### src/rtl/interrupt_request_arbiter.sv
// CPU interrupt front end: synchronises NMI/IRQ/soft-reset sources, latches pending
// requests and presents one prioritised request (RST > NMI > IRQ) with its vector.
//
// state   | meaning
// R_IDLE  | soft_reset_n high, nothing counting
// R_COUNT | soft_reset_n low, counting consecutive low cycles toward RST_HOLD
// R_HELD  | reset qualified, waiting for button release (reset_active = 1)
module interrupt_request_arbiter #(
  parameter int unsigned RST_HOLD    = 4,
  parameter int unsigned SYNC_STAGES = 2
) (
  input  logic        clk,
  input  logic        rst,
  input  logic [7:0]  ppu_status,
  input  logic [7:0]  ppu_ctrl1,
  input  logic        nIRQ,
  input  logic        soft_reset_n,
  input  logic        irq_mask,
  input  logic        halt,
  input  logic        ack,
  output logic        req_valid,
  output logic [1:0]  req_kind,
  output logic [15:0] req_vector,
  output logic        reset_active
);

  typedef enum logic [1:0] {
    R_IDLE  = 2'd0,
    R_COUNT = 2'd1,
    R_HELD  = 2'd2
  } rst_state_t;

  localparam logic [1:0]  KIND_NONE = 2'd0;
  localparam logic [1:0]  KIND_RST  = 2'd1;
  localparam logic [1:0]  KIND_NMI  = 2'd2;
  localparam logic [1:0]  KIND_IRQ  = 2'd3;
  localparam logic [15:0] VEC_NONE  = 16'h0000;
  localparam logic [15:0] VEC_RST   = 16'hFFFC;
  localparam logic [15:0] VEC_NMI   = 16'hFFFA;
  localparam logic [15:0] VEC_IRQ   = 16'hFFFE;
  localparam logic [7:0]  HOLD_TC   = 8'(RST_HOLD);

  logic [SYNC_STAGES-1:0] irq_sync;
  logic [SYNC_STAGES-1:0] srst_sync;
  logic                   irq_line_n;
  logic                   srst_low;
  logic                   nmi_line;
  logic                   nmi_prev;
  logic                   nmi_edge;
  logic                   nmi_pend;
  logic                   rst_pend;
  logic                   irq_req;
  logic                   take_ack;
  logic                   clr_rst;
  logic                   clr_nmi;
  rst_state_t             rst_state;
  logic [7:0]             hold_cnt;
  logic [7:0]             hold_inc;
  logic                   unused_ppu_bits;

  assign unused_ppu_bits = ^{ppu_status[6:0], ppu_ctrl1[6:0]};

  // Synchronisers reset to 1 so an idle (high) line never looks asserted out of reset.
  always_ff @(posedge clk or negedge rst) begin
    if (!rst) begin
      irq_sync  <= '1;
      srst_sync <= '1;
    end else begin
      irq_sync  <= {irq_sync[SYNC_STAGES-2:0], nIRQ};
      srst_sync <= {srst_sync[SYNC_STAGES-2:0], soft_reset_n};
    end
  end

  assign irq_line_n = irq_sync[SYNC_STAGES-1];
  assign srst_low   = !srst_sync[SYNC_STAGES-1];
  assign irq_req    = !irq_line_n && !irq_mask;

  assign nmi_line = ppu_status[7] & ppu_ctrl1[7];
  assign nmi_edge = nmi_line && !nmi_prev;

  assign take_ack = !halt && req_valid && ack;
  assign clr_rst  = take_ack && (req_kind == KIND_RST);
  assign clr_nmi  = take_ack && (req_kind == KIND_NMI);

  // A fresh edge in the same cycle as an NMI ack keeps the request pending.
  always_ff @(posedge clk or negedge rst) begin
    if (!rst) begin
      nmi_prev <= 1'b0;
      nmi_pend <= 1'b0;
    end else begin
      nmi_prev <= nmi_line;
      if (clr_nmi)  nmi_pend <= 1'b0;
      if (nmi_edge) nmi_pend <= 1'b1;
    end
  end

  assign hold_inc = (hold_cnt == 8'hFF) ? hold_cnt : hold_cnt + 8'd1;

  always_ff @(posedge clk or negedge rst) begin
    if (!rst) begin
      rst_state    <= R_IDLE;
      hold_cnt     <= 8'd0;
      rst_pend     <= 1'b0;
      reset_active <= 1'b0;
    end else begin
      if (clr_rst) rst_pend <= 1'b0;
      case (rst_state)
        R_IDLE: begin
          if (srst_low) begin
            hold_cnt <= 8'd1;
            if (HOLD_TC == 8'd1) begin
              rst_pend     <= 1'b1;
              reset_active <= 1'b1;
              rst_state    <= R_HELD;
            end else begin
              rst_state <= R_COUNT;
            end
          end
        end
        R_COUNT: begin
          if (!srst_low) begin
            hold_cnt  <= 8'd0;
            rst_state <= R_IDLE;
          end else begin
            hold_cnt <= hold_inc;
            if (hold_inc == HOLD_TC) begin
              rst_pend     <= 1'b1;
              reset_active <= 1'b1;
              rst_state    <= R_HELD;
            end
          end
        end
        R_HELD: begin
          if (!srst_low) begin
            hold_cnt     <= 8'd0;
            reset_active <= 1'b0;
            rst_state    <= R_IDLE;
          end
        end
        default: begin
          hold_cnt     <= 8'd0;
          reset_active <= 1'b0;
          rst_state    <= R_IDLE;
        end
      endcase
    end
  end

  // Once presented, a request is frozen until acked; no pre-emption by higher sources.
  always_ff @(posedge clk or negedge rst) begin
    if (!rst) begin
      req_valid  <= 1'b0;
      req_kind   <= KIND_NONE;
      req_vector <= VEC_NONE;
    end else if (!halt) begin
      if (req_valid) begin
        if (ack) begin
          req_valid  <= 1'b0;
          req_kind   <= KIND_NONE;
          req_vector <= VEC_NONE;
        end
      end else if (rst_pend) begin
        req_valid  <= 1'b1;
        req_kind   <= KIND_RST;
        req_vector <= VEC_RST;
      end else if (nmi_pend) begin
        req_valid  <= 1'b1;
        req_kind   <= KIND_NMI;
        req_vector <= VEC_NMI;
      end else if (irq_req) begin
        req_valid  <= 1'b1;
        req_kind   <= KIND_IRQ;
        req_vector <= VEC_IRQ;
      end
    end
  end

endmodule

### config.mk
export PLATFORM = sky130hd
export DESIGN_NAME = interrupt_request_arbiter
export DESIGN_NICKNAME = d
export VERILOG_FILES = /design/src/rtl/interrupt_request_arbiter.sv
export SDC_FILE = /design/constraint.sdc
export NUM_CORES = 1
export LEC_CHECK = 0
export BUFFER_PORTS_ARGS = -buffer_cell sky130_fd_sc_hd__buf_2
export CAP_MARGIN = 5
export CORE_ASPECT_RATIO = 1.25
export CORE_MARGIN = 3
export CORE_UTILIZATION = 45
export CTS_CLUSTER_SIZE = 30
export DETAILED_ROUTE_END_ITERATION = 16
export PLACE_DENSITY_LB_ADDON = 0.08
export SLEW_MARGIN = 20
export SYNTH_ARGS = -nofsm -noshare
export SYNTH_HDL_FRONTEND = slang
export SYNTH_SLANG_ARGS = --single-unit
### constraint.sdc
create_clock -name clk -period 2.1 [get_ports clk]
set_input_delay 0.105 -clock clk [delete_from_list [all_inputs] [get_ports clk]]
set_output_delay 0.105 -clock clk [all_outputs]
set_load 0.005 [all_outputs]
=== After elaboration in Yosys (flattened, before gate mapping) ===
Cells that the tools add are included.

* Flip-flop bits (word level): 37
* Output and inout port bits: 20
* Logic and storage cells: 79

* Add/subtract/negate cells: 1
* Equal/unequal tests: 12
* Muxes and demuxes: 35
* Bitwise operators: 3
* Reductions and logical operators: 17

{| class="wikitable"
|+ Operators by type and width
! kind !! count
|-
| two-way mux 16 bit || 5
|-
| two-way mux 8 bit || 4
|-
| one-hot mux 8 bit (3 select lines) || 1
|-
| two-way mux 2 bit || 9
|-
| two-way mux 1 bit || 14
|-
| != test 2 bit (second input constant) || 5
|-
| adder 8 x 1 -> 8 bit (second input constant) || 1
|-
| == test 8 x 3 -> 1 bit (second input constant) || 1
|-
| == test 8 bit (second input constant) || 1
|-
| logical AND 1 bit || 6
|-
| one-hot mux 2 bit (3 select lines) || 1
|-
| AND reduction 3 bit || 2
|-
| == test 2 x 1 -> 1 bit (second input constant) || 2
|-
| == test 2 bit (second input constant) || 2
|-
| logical NOT 1 bit || 4
|-
| AND reduction 4 bit || 1
|-
| nonzero test 4 bit || 1
|-
| != test 3 bit (second input constant) || 1
|-
| one-hot mux 1 bit (3 select lines) || 1
|-
| logical NOT 2 bit || 1
|-
| inverter 1 bit || 2
|-
| AND reduction 2 bit || 1
|-
| nonzero test 2 bit || 1
|-
| bitwise AND 1 bit || 1
|}

=== Logic depth before layout (Yosys ltp) ===
Gate-level depths: netlist of the first run.

* Word-level depth: 8
* Mapped depth: 7

=== Worst setup path before layout of the first run ===
OpenSTA, ideal clock, no wires.

* Path type: register -> register
* Start: register hold_cnt[0]
* End: register hold_cnt[6]
* Library setup time: 0.118 ns
* Arrival: 1.437 ns
* Setup slack: 0.545 ns
* Stages on the path, launching flop included: 8
* Buffers on the path: 1
* Cells stage by stage: dfrtp_1 ha_1 buf_4 nand3_2 or3_1 a21oi_1 o21ai_1 a21o_1

* Longest elaborated chain between the ends: 4
* Elaborated cells between the ends (all ways): 5

{| class="wikitable"
|+ RTL lines
! what !! RTL line !! text
|-
| start, declared || 57 || <nowiki>logic [7:0] hold_cnt;</nowiki>
|-
| start signal, assigned || 125 || <nowiki>hold_cnt <= hold_inc;</nowiki>
|-
| adder 8 x 1 -> 8 bit or == test 8 bit (tied branches) || 97 || <nowiki>assign hold_inc = (hold_cnt == 8'hFF) ? hold_cnt : hold_cnt + 8'd1;</nowiki>
|-
| two-way mux 8 bit (*) || 97 ||
|-
| two-way mux 8 bit (*) || 121 || <nowiki>if (!srst_low) begin</nowiki>
|-
| one-hot mux 8 bit (3 select lines) (*) || 107 || <nowiki>case (rst_state)</nowiki>
|}

Every way passes the cells marked *; elsewhere a longest branch is shown, timed or not.
A chain may end at the register's enable or synchronous reset.

=== Final worst setup path of the first run ===
Same ends and word-level chain as after synthesis.

==> results of run 1 <==
## placed cells by master (no fill, tap or decap), types with 2 or more instances in the layout
master	n
o31ai_1	3
dlygate4sd3_1	4
inv_1	7
o22ai_1	2
nand2_1	9
dfrtp_1	18
a21o_1	3
dfstp_2	4
or2_2	2
nor3_1	4
nand2b_1	2
nand3_2	2
buf_2	27
nor2_1	5
a31oi_1	2
and3_1	3
o21ai_1	4
a21oi_1	9
o311ai_0	2
mux2i_1	2
clkbuf_4	3
nand3_1	5
or3_1	2
o21ai_0	10
## worst paths after layout
kind,start,to,slack (ns),cells past startpoint
hold reg to reg,srst_sync[0],srst_sync[1],0.36,0
hold / removal,ppu_status[7],nmi_prev,0.02,3
min in group asynchronous,rst,nmi_pend,0.28,2
max in group asynchronous,rst,srst_sync[0],1.46,2
setup reg to reg,hold_cnt[0],hold_cnt[6],0.22,6
setup / recovery,hold_cnt[0],hold_cnt[6],0.22,6
## routing by layer
layer / share of wire / routed length (um)
met3: 0.050 / 134
met1: 0.41 / 1100
met5: 0 / 0
met4: 0.0086 / 23
met2: 0.53 / 1420
## tightest hold or removal path, cell delays in order
cell     delay, ns
buf_2         0.08
nand2_1       0.06
inv_1         0.05
## sequential cells by signal, summed over array words and instances, names as in the netlist
signal,count
hold_cnt,8
irq_sync,2
req_vector,2
rst_state,2
srst_sync,2
nmi_pend,1
nmi_prev,1
req_kind,1
req_valid,1
reset_active,1
rst_pend,1
## what timing repair did
item,4_1_cts,5_1_grt
hold buffers,4,0
endpoints found under the hold margin,21,0
endpoints found under the setup margin,0,0
## layout make-up
type	instances	area (um2)
clock buffer	3	22.5
clock inverter	1	30.0
fill	266	1280
inverter	7	26.3
multi-input combinational	92	597
sequential	22	556
tap	34	42.5
timing repair buffer	32	183
## metrics by stage
step                      std cells  power [mW]  utilization  setup slack (ns)
after detailed placement        183        1.03        0.499             0.239
final                           191        1.34        0.533             0.216
after floorplan                 141       0.984            -             0.545
after CTS                       191        1.36        0.533             0.221
after global placement          183        1.02        0.499             0.276
after global routing            191        1.46        0.533             0.119
## power by group
part,internal [mW],leakage [nW],total (mW),switching [mW]
Combinational,0.212,0.399,0.417,0.205
Clock,0.193,0.0279,0.319,0.126
Sequential,0.503,0.272,0.603,0.100
## kinds of logic after synthesis
| kind of cell | share of synthesized area |
|---|---|
| DFF | 0.420 |
| muxes | 0.0151 |
| and+or+nand+nor | 0.219 |
| buffers and inverters | 0.129 |
| other | 0.00283 |
| xor gates and xnor gates | 0.0132 |
| adders and majority gates | 0.00945 |
| AOI/OAI and AO/OA | 0.191 |
==> metrics, run 1 <==
vias in the first global route=1042; # setup viols final=0; GRT overflow=0; DR vias/cell=5.62; Tcrit/Tclk final=0.897; library cells used by synthesis=44; Fin. Hold Viols=0; layout cells sized above 1=0.287; GRT Max-Usage Layer=met2; Setup crit start kind=register; initial antenna violation count=0; core area=0.00273 mm2; CP Class=register to register; top cell type's share of synthesized area=0.340; Layout Nets=182; H-tree depth=1; Area Growth Syn to Fin=10.0%; Max VDD drop=400 uV; row count=21; Reg clk slew, reported paths=0.13 ns; number of max-cap violations=0; Sink Count=22; M2 GR Usage=0.308; Crit path required time=2.31 ns; register area share after synthesis=0.420; Post-Synthesis Cells=141; crit-path max FO=9; # Post-CTS Setup Buffers=0; DP Area=0.00136 mm2; Routed WL per cell=14.0 um; first-pass detailed-route iteration total=4; unrepaired setup endpoints after global routing=no; full die area=0.00363 mm2; ANT nets after route=0; met3 usage=0.0201; slowest CP cell=dfrtp_1; CTS tree=yes; largest net degree at the start of global routing=23; Hold/Removal Path Class=input pin to register; CTS Buffer Depth=2; DRC viols=0; chip height=66.6 um; Post-Syn Area=0.00132 mm2; GRT met1 Usage=0.201; Critical path buffers and inverters=0; top cell family by delay on the critical path=simple AND/OR/NAND/NOR gates; Max Clock Skew=0.00802 ns; Largest stage delay, worst path=0.45 ns; #FFs+latches synth=22; ant diodes=0; Clk Latency, worst-skew pair=0.30 ns; hold_ws=0.0155 ns; Worst-Margin Slew=0.527 ns; Design Area, Final=0.00146 mm2; YS warnings=0; DIE WIDTH=54.5 um; Peak Freq=0.531 GHz; Synth Net Count=165; Critical Path, Cell by Cell=ha_1 > nand3_2 > or3_1 > a21oi_1 > o21ai_1 > a21o_1; WP data arrival=2.10 ns; RePlAce Congestion=0.787; IO Port Bufs=27; Rel. slew slack=0.646; I/O pins=43; Synth Flop Type=dfrtp_1; cell area power density=919 mW/mm2; GR Util All Layers=0.171; Post-Syn Area per Cell=9.39 um2; CTS buffer count=3; Synth async-reset ratio=1.00; via count=1073; first-pass GRT wire length=4610 um; largest cells by area after synthesis=dfrtp_1 34%, buf_4 10%, dfstp_2 7.9%, o21ai_0 3.8%, a21oi_1 3.4%; DP HPWL=1910 um; static leakage=0.699 nW; Crit. End Element=register; initial drt markers=31; CTS root buf=clkbuf_4; setup_tns=0 ns; max-slew violation count=0; DRT Wirelength=2670 um; fin crit period=1.88 ns; initial core utilization=0.484; largest area contributor in the netlist=dfrtp_1; Post-CTS Resized=0; Post-synth top cells=18 x buf_4, 18 x dfrtp_1, 10 x o21ai_0, 9 x a21oi_1, 9 x nand2_1; Post-synth EDFFs=0; status=finished, final reports clean
No activity file was read; power rests on OpenSTA's default activity.
==> run 2, diff against run 1 <==
--- a/config.mk
+++ b/config.mk
@@ -12,7 +12,7 @@
 export CORE_UTILIZATION = 45
 export CTS_CLUSTER_SIZE = 30
 export DETAILED_ROUTE_END_ITERATION = 16
-export PLACE_DENSITY_LB_ADDON = 0.08
+export PLACE_DENSITY = 0.77
 export SLEW_MARGIN = 20
 export SYNTH_ARGS = -nofsm -noshare
 export SYNTH_HDL_FRONTEND = slang
==> run 2 against run 1 <==
Sequential power is essentially flat; clock skew is 0.00081 ns higher; non-clock buffer count increased by 1; via count increased by 0.47%; sequential share of layout area down 0.26 points; global-route usage decreased by 0.39 points; power rose by 1.4%; fmax up 1.0%; critical endpoint unchanged; largest power group unchanged; highest routed layer unchanged.
==> metrics, run 2 (same netlist as run 1, synthesis figures left out) <==
Layout Cells excl Fill=192 (+0.52%); Layout Nets=183 (+0.55%); Largest stage delay, worst path=0.46 ns (about the same); initial core utilization=0.484 (unchanged); Clk pwr share=0.245 (+0.007); Crit path required time=2.33 ns (+0.02 ns); first-pass detailed-route iteration total=4 (unchanged); static leakage=0.701 nW (+0.40%); layout cells sized above 1=0.285 (-0.00181); Routed WL per cell=13.3 um (-4.9%); Critical path buffers and inverters=0 (unchanged); Clk Latency, worst-skew pair=0.31 ns (about the same); GR Util All Layers=0.167 (-0.00395); DRC viols=0 (unchanged); ANT nets after route=0 (unchanged); Crit. End Element=register; setup_tns=0 ns (unchanged); CTS buffer count=3 (unchanged); top cell family by delay on the critical path=simple AND/OR/NAND/NOR gates; via count=1078 (+0.47%); max FFs per register=8 (unchanged); Internal Pwr Total=909 uW (+0.13%); DP Area=0.00136 mm2 (unchanged); pre-CTS worst setup slack=0.264 ns (+0.0250 ns); Max VDD drop=799 uV (+100%); DR vias/cell=5.61 (about the same); Flop pwr share=0.444 (-0.006); CTS tree=yes; Design Area, Final=0.00147 mm2 (+0.69%); H-tree depth=1 (unchanged); full die area=0.00363 mm2 (unchanged); status=finished, final reports clean; initial antenna violation count=0 (unchanged); vias in the first global route=984 (-5.6%); Setup crit start kind=register; cell area power density=925 mW/mm2 (+0.67%); Rel. slew slack=0.654 (+0.00792); CTS root buf=clkbuf_4; hold_ws=0.0367 ns (+0.0212 ns); commonest non-fill, non-tap cell in the layout=buf_2; CTS Buffer Depth=2 (unchanged); max-slew violation count=0 (unchanged); I/O pins=43 (unchanged); Sink Count=22 (unchanged); # setup viols final=0 (unchanged); core area=0.00273 mm2 (unchanged); crit-path max FO=9 (unchanged); initial drt markers=70 (+130%); DRT Wirelength=2550 um (-4.4%); fin crit period=1.86 ns (-0.0195 ns); IO Port Bufs=27 (unchanged); chip height=66.6 um (unchanged); row count=21 (unchanged); Post-CTS Resized=0 (unchanged); WP data arrival=2.09 ns (about the same); ant diodes=0 (unchanged); DP HPWL=1810 um (-5.3%); Reg clk slew, reported paths=0.14 ns (about the same); Max Clock Skew=0.00882 ns (+0.000808 ns); Switching Share=0.330 (+0.00823); Area Growth Syn to Fin=10.8%; Worst-Margin Slew=0.515 ns (-0.0118 ns); placed cells=183 (unchanged); Largest Register=hold_cnt; slowest CP cell=dfrtp_1; DIE WIDTH=54.5 um (unchanged); combinational share of power=0.311 (about the same); Tcrit/Tclk final=0.888 (-0.00927); number of max-cap violations=0 (unchanged); unrepaired setup endpoints after global routing=no; largest net degree at the start of global routing=23 (unchanged); RePlAce Congestion=0.895 (+14%); Critical Path, Cell by Cell=ha_1 > nand3_2 > or3_1 > a21oi_1 > o21ai_1 > a21o_1; first-pass GRT wire length=4520 um (-2.0%); Peak Freq=0.536 GHz (+1.0%); sw power=448 uW (+4.0%); Fillers=252 (-5.3%); Hold/Removal Path Class=input pin to register; GRT overflow=0 (unchanged); CP Class=register to register; setup ws final=0.236 ns (+0.0195 ns); most frequent cells in the layout=27 x buf_2, 18 x dfrtp_1, 10 x o21ai_0; Fin. Hold Viols=0 (unchanged)
-- run 2: cell types whose count changed in the layout (fill, tap and decap cells not counted), sizes merged --
cell	before	now
dlygate4sd3	4	5
-- run 2: final timing paths --
kind                             startpoint     endpoint  slack, ns  cells after the start
worst max register to register  hold_cnt[0]  hold_cnt[6]       0.24                      6
worst min-delay path                   halt    req_valid       0.04                      2
min in group asynchronous               rst  hold_cnt[4]       0.25                      2
worst max-delay path            hold_cnt[0]  hold_cnt[6]       0.24                      6
worst min register to register  irq_sync[0]  irq_sync[1]       0.37                      0
max in group asynchronous               rst  irq_sync[1]       1.49                      2
-- run 2: worst reg2reg max path, delay by kind of cell, from the launching register on --
kind / cells / cell delay (ns)
simple gates: 2 / 0.49
fa+ha+maj: 1 / 0.42
flops: 1 / 0.46
compound gates: 3 / 0.41
-- run 2: metal layers --
metal | wire length [um] | GRT usage
met1 | 1120 | 0.219
met3 | 141 | 0.0157
met2 | 1250 | 0.275
met5 | 0 | 0
met4 | 44 | 0.0654
-- run 2: repair_timing --
item | in CTS | in global routing
setup buffers | 0 | 0
hold endpoints to repair | 21 | 0
hold buffers | 5 | 0
-- run 2: stage by stage --
step / utilization / power [mW]
after global routing: 0.537 / 1.47
after detailed placement: 0.499 / 1.03
after global placement: 0.499 / 1.01
final: 0.537 / 1.36
after floorplan: - / 0.984
after CTS: 0.537 / 1.37
-- run 2: area by class of cell --
class	count	area (um2)	share of cell area
Tap cell	34	42.5	0.0290
Sequential cell	22	556	0.379
Clock inverter	1	30.0	0.0205
Timing Repair Buffer	33	193	0.131
Clock buffer	3	22.5	0.0154
Inverter	7	26.3	0.0179
Multi-Input combinational cell	92	597	0.407
-- run 2: power by group through the flow --
stage	logic, mW	clock network [mW]	registers [mW]
after floorplan	0.380	0	0.604
after global placement	0.409	0	0.603
after detailed placement	0.418	0	0.615
after CTS	0.429	0.336	0.606
after global routing	0.491	0.352	0.623
final	0.422	0.333	0.603
==> run 3, diff against run 2 <==
--- a/config.mk
+++ b/config.mk
@@ -12,7 +12,7 @@
 export CORE_UTILIZATION = 45
 export CTS_CLUSTER_SIZE = 30
 export DETAILED_ROUTE_END_ITERATION = 16
-export PLACE_DENSITY = 0.77
+export PLACE_DENSITY = 0.72
 export SLEW_MARGIN = 20
 export SYNTH_ARGS = -nofsm -noshare
 export SYNTH_HDL_FRONTEND = slang
==> run 3 against run 2 <==
Fmax rose by 0.70%; sequential share of layout area is the same; sequential power is essentially flat; count of clock-buffer cells in the layout stayed put; hold slack worse by 0.017 ns; die area is the same; cell area is the same; utilization unchanged; cell count unchanged; combinational power barely moved.
==> metrics, run 3 (same netlist as run 1, synthesis figures left out) <==
largest net degree at the start of global routing=23 (unchanged); Layout Nets=183 (unchanged); unrepaired setup endpoints after global routing=no; Post-CTS Resized=0 (unchanged); DP Area=0.00136 mm2 (unchanged); vias in the first global route=1069 (+8.6%); via count=1091 (+1.2%); first-pass GRT wire length=4650 um (+2.9%); multi-input logic area=597 um2 (unchanged); static leakage=0.701 nW (unchanged); overall power=1.36 mW (+0.60%); row count=21 (unchanged); ant diodes=0 (unchanged); RePlAce Congestion=0.848 (-5.3%); max-slew violation count=0 (unchanged); GR Util All Layers=0.175 (+0.00860); commonest non-fill, non-tap cell in the layout=buf_2; core area=0.00273 mm2 (unchanged); crit-path max FO=9 (unchanged); cell area power density=931 mW/mm2 (+0.60%); first-pass detailed-route iteration total=4 (unchanged); hold_ws=0.0198 ns (-0.0169 ns); H-tree depth=1 (unchanged); status=finished, final reports clean; DP HPWL=1870 um (+3.0%); DIE WIDTH=54.5 um (unchanged); full die area=0.00363 mm2 (unchanged); fin crit period=1.85 ns (-0.0129 ns); Reg clk slew, reported paths=0.13 ns (about the same); Routed WL per cell=13.8 um (+3.6%); Critical path buffers and inverters=0 (unchanged); initial antenna violation count=0 (unchanged); Rel. slew slack=0.640 (-0.0135); DRC viols=0 (unchanged); Crit path required time=2.34 ns (about the same); Crit. End Element=register; Area Growth Syn to Fin=10.8% (unchanged); Setup crit start kind=register; Sink Count=22 (unchanged); number of max-cap violations=0 (unchanged); CTS buffer count=3 (unchanged); Clk Latency, worst-skew pair=0.33 ns (+0.02 ns); CTS tree=yes; setup_tns=0 ns (unchanged); Layout Cells excl Fill=192 (unchanged); Largest stage delay, worst path=0.44 ns (-0.02 ns); Reg area=556 um2 (unchanged); most frequent cells in the layout=27 x buf_2, 18 x dfrtp_1, 10 x o21ai_0; Design Area, Final=0.00147 mm2 (unchanged); max FFs per register=8 (unchanged); CTS root buf=clkbuf_4; DRT Wirelength=2650 um (+3.6%); pre-CTS worst setup slack=0.256 ns (-0.00781 ns); Max VDD drop=663 uV (-17%); placed cells=183 (unchanged); setup ws final=0.249 ns (+0.0129 ns); Fin. Hold Viols=0 (unchanged); Worst-Margin Slew=0.535 ns (+0.0201 ns); Tcrit/Tclk final=0.882 (-0.00615); initial core utilization=0.484 (unchanged); Hold/Removal Path Class=input pin to register; IO Port Bufs=27 (unchanged); Largest Register=hold_cnt; top cell family by delay on the critical path=simple AND/OR/NAND/NOR gates; Critical Path, Cell by Cell=ha_1 > nand3_2 > or3_1 > a21oi_1 > o21ai_1 > a21o_1; WP data arrival=2.09 ns (about the same); CP Class=register to register; slowest CP cell=dfrtp_1; layout cells sized above 1=0.285 (unchanged); chip height=66.6 um (unchanged); CTS Buffer Depth=2 (unchanged); Max Clock Skew=0.00716 ns (-0.00166 ns); Fillers=258 (+2.4%); # setup viols final=0 (unchanged); DR vias/cell=5.68 (+1.2%); GRT overflow=0 (unchanged); ANT nets after route=0 (unchanged); Peak Freq=0.540 GHz (+0.70%); initial drt markers=32 (-54%); I/O pins=43 (unchanged); Final Core Density=0.537 (unchanged)
-- run 3: cell counts in the layout (fill, tap and decap cells not counted) --
Identical to the previous run, type by type.
-- run 3: report_power, final --
part | switching (mW) | leakage (nW) | internal [mW] | total (mW)
Sequential | 0.102 | 0.272 | 0.503 | 0.605
Clock | 0.142 | 0.0279 | 0.193 | 0.336
Combinational | 0.211 | 0.401 | 0.213 | 0.425
-- run 3: per-layer routing --
layer	routed length [um]	vias up	track usage	part of all wire
met2	1330	32	0.290	0.50
li1	-	536	-	-
met5	0	-	0	0
met1	1120	518	0.210	0.42
met4	49	0	0.0997	0.019
met3	145	5	0.0246	0.055
-- run 3: worst paths after layout --
kind | from | endpoint | slack, ns | depth (start not counted)
max | hold_cnt[1] | hold_cnt[6] | 0.25 | 6
min | halt | req_valid | 0.02 | 2
max reg2reg | hold_cnt[1] | hold_cnt[6] | 0.25 | 6
min reg2reg | irq_sync[0] | irq_sync[1] | 0.37 | 0
max in group asynchronous | rst | irq_sync[1] | 1.49 | 2
min in group asynchronous | rst | hold_cnt[6] | 0.25 | 2
-- run 3: timing repair --
item                                   CTS  global route
endpoints found under the hold margin   21             0
setup buffers                            0             0
hold buffers                             5             0
-- run 3: layout make-up --
cell class	instances	area share
timing repair buffer	33	0.131
clock buffer	3	0.0154
inverter	7	0.0179
multi-input combinational	92	0.407
tap	34	0.0290
clock inverter	1	0.0205
sequential	22	0.379
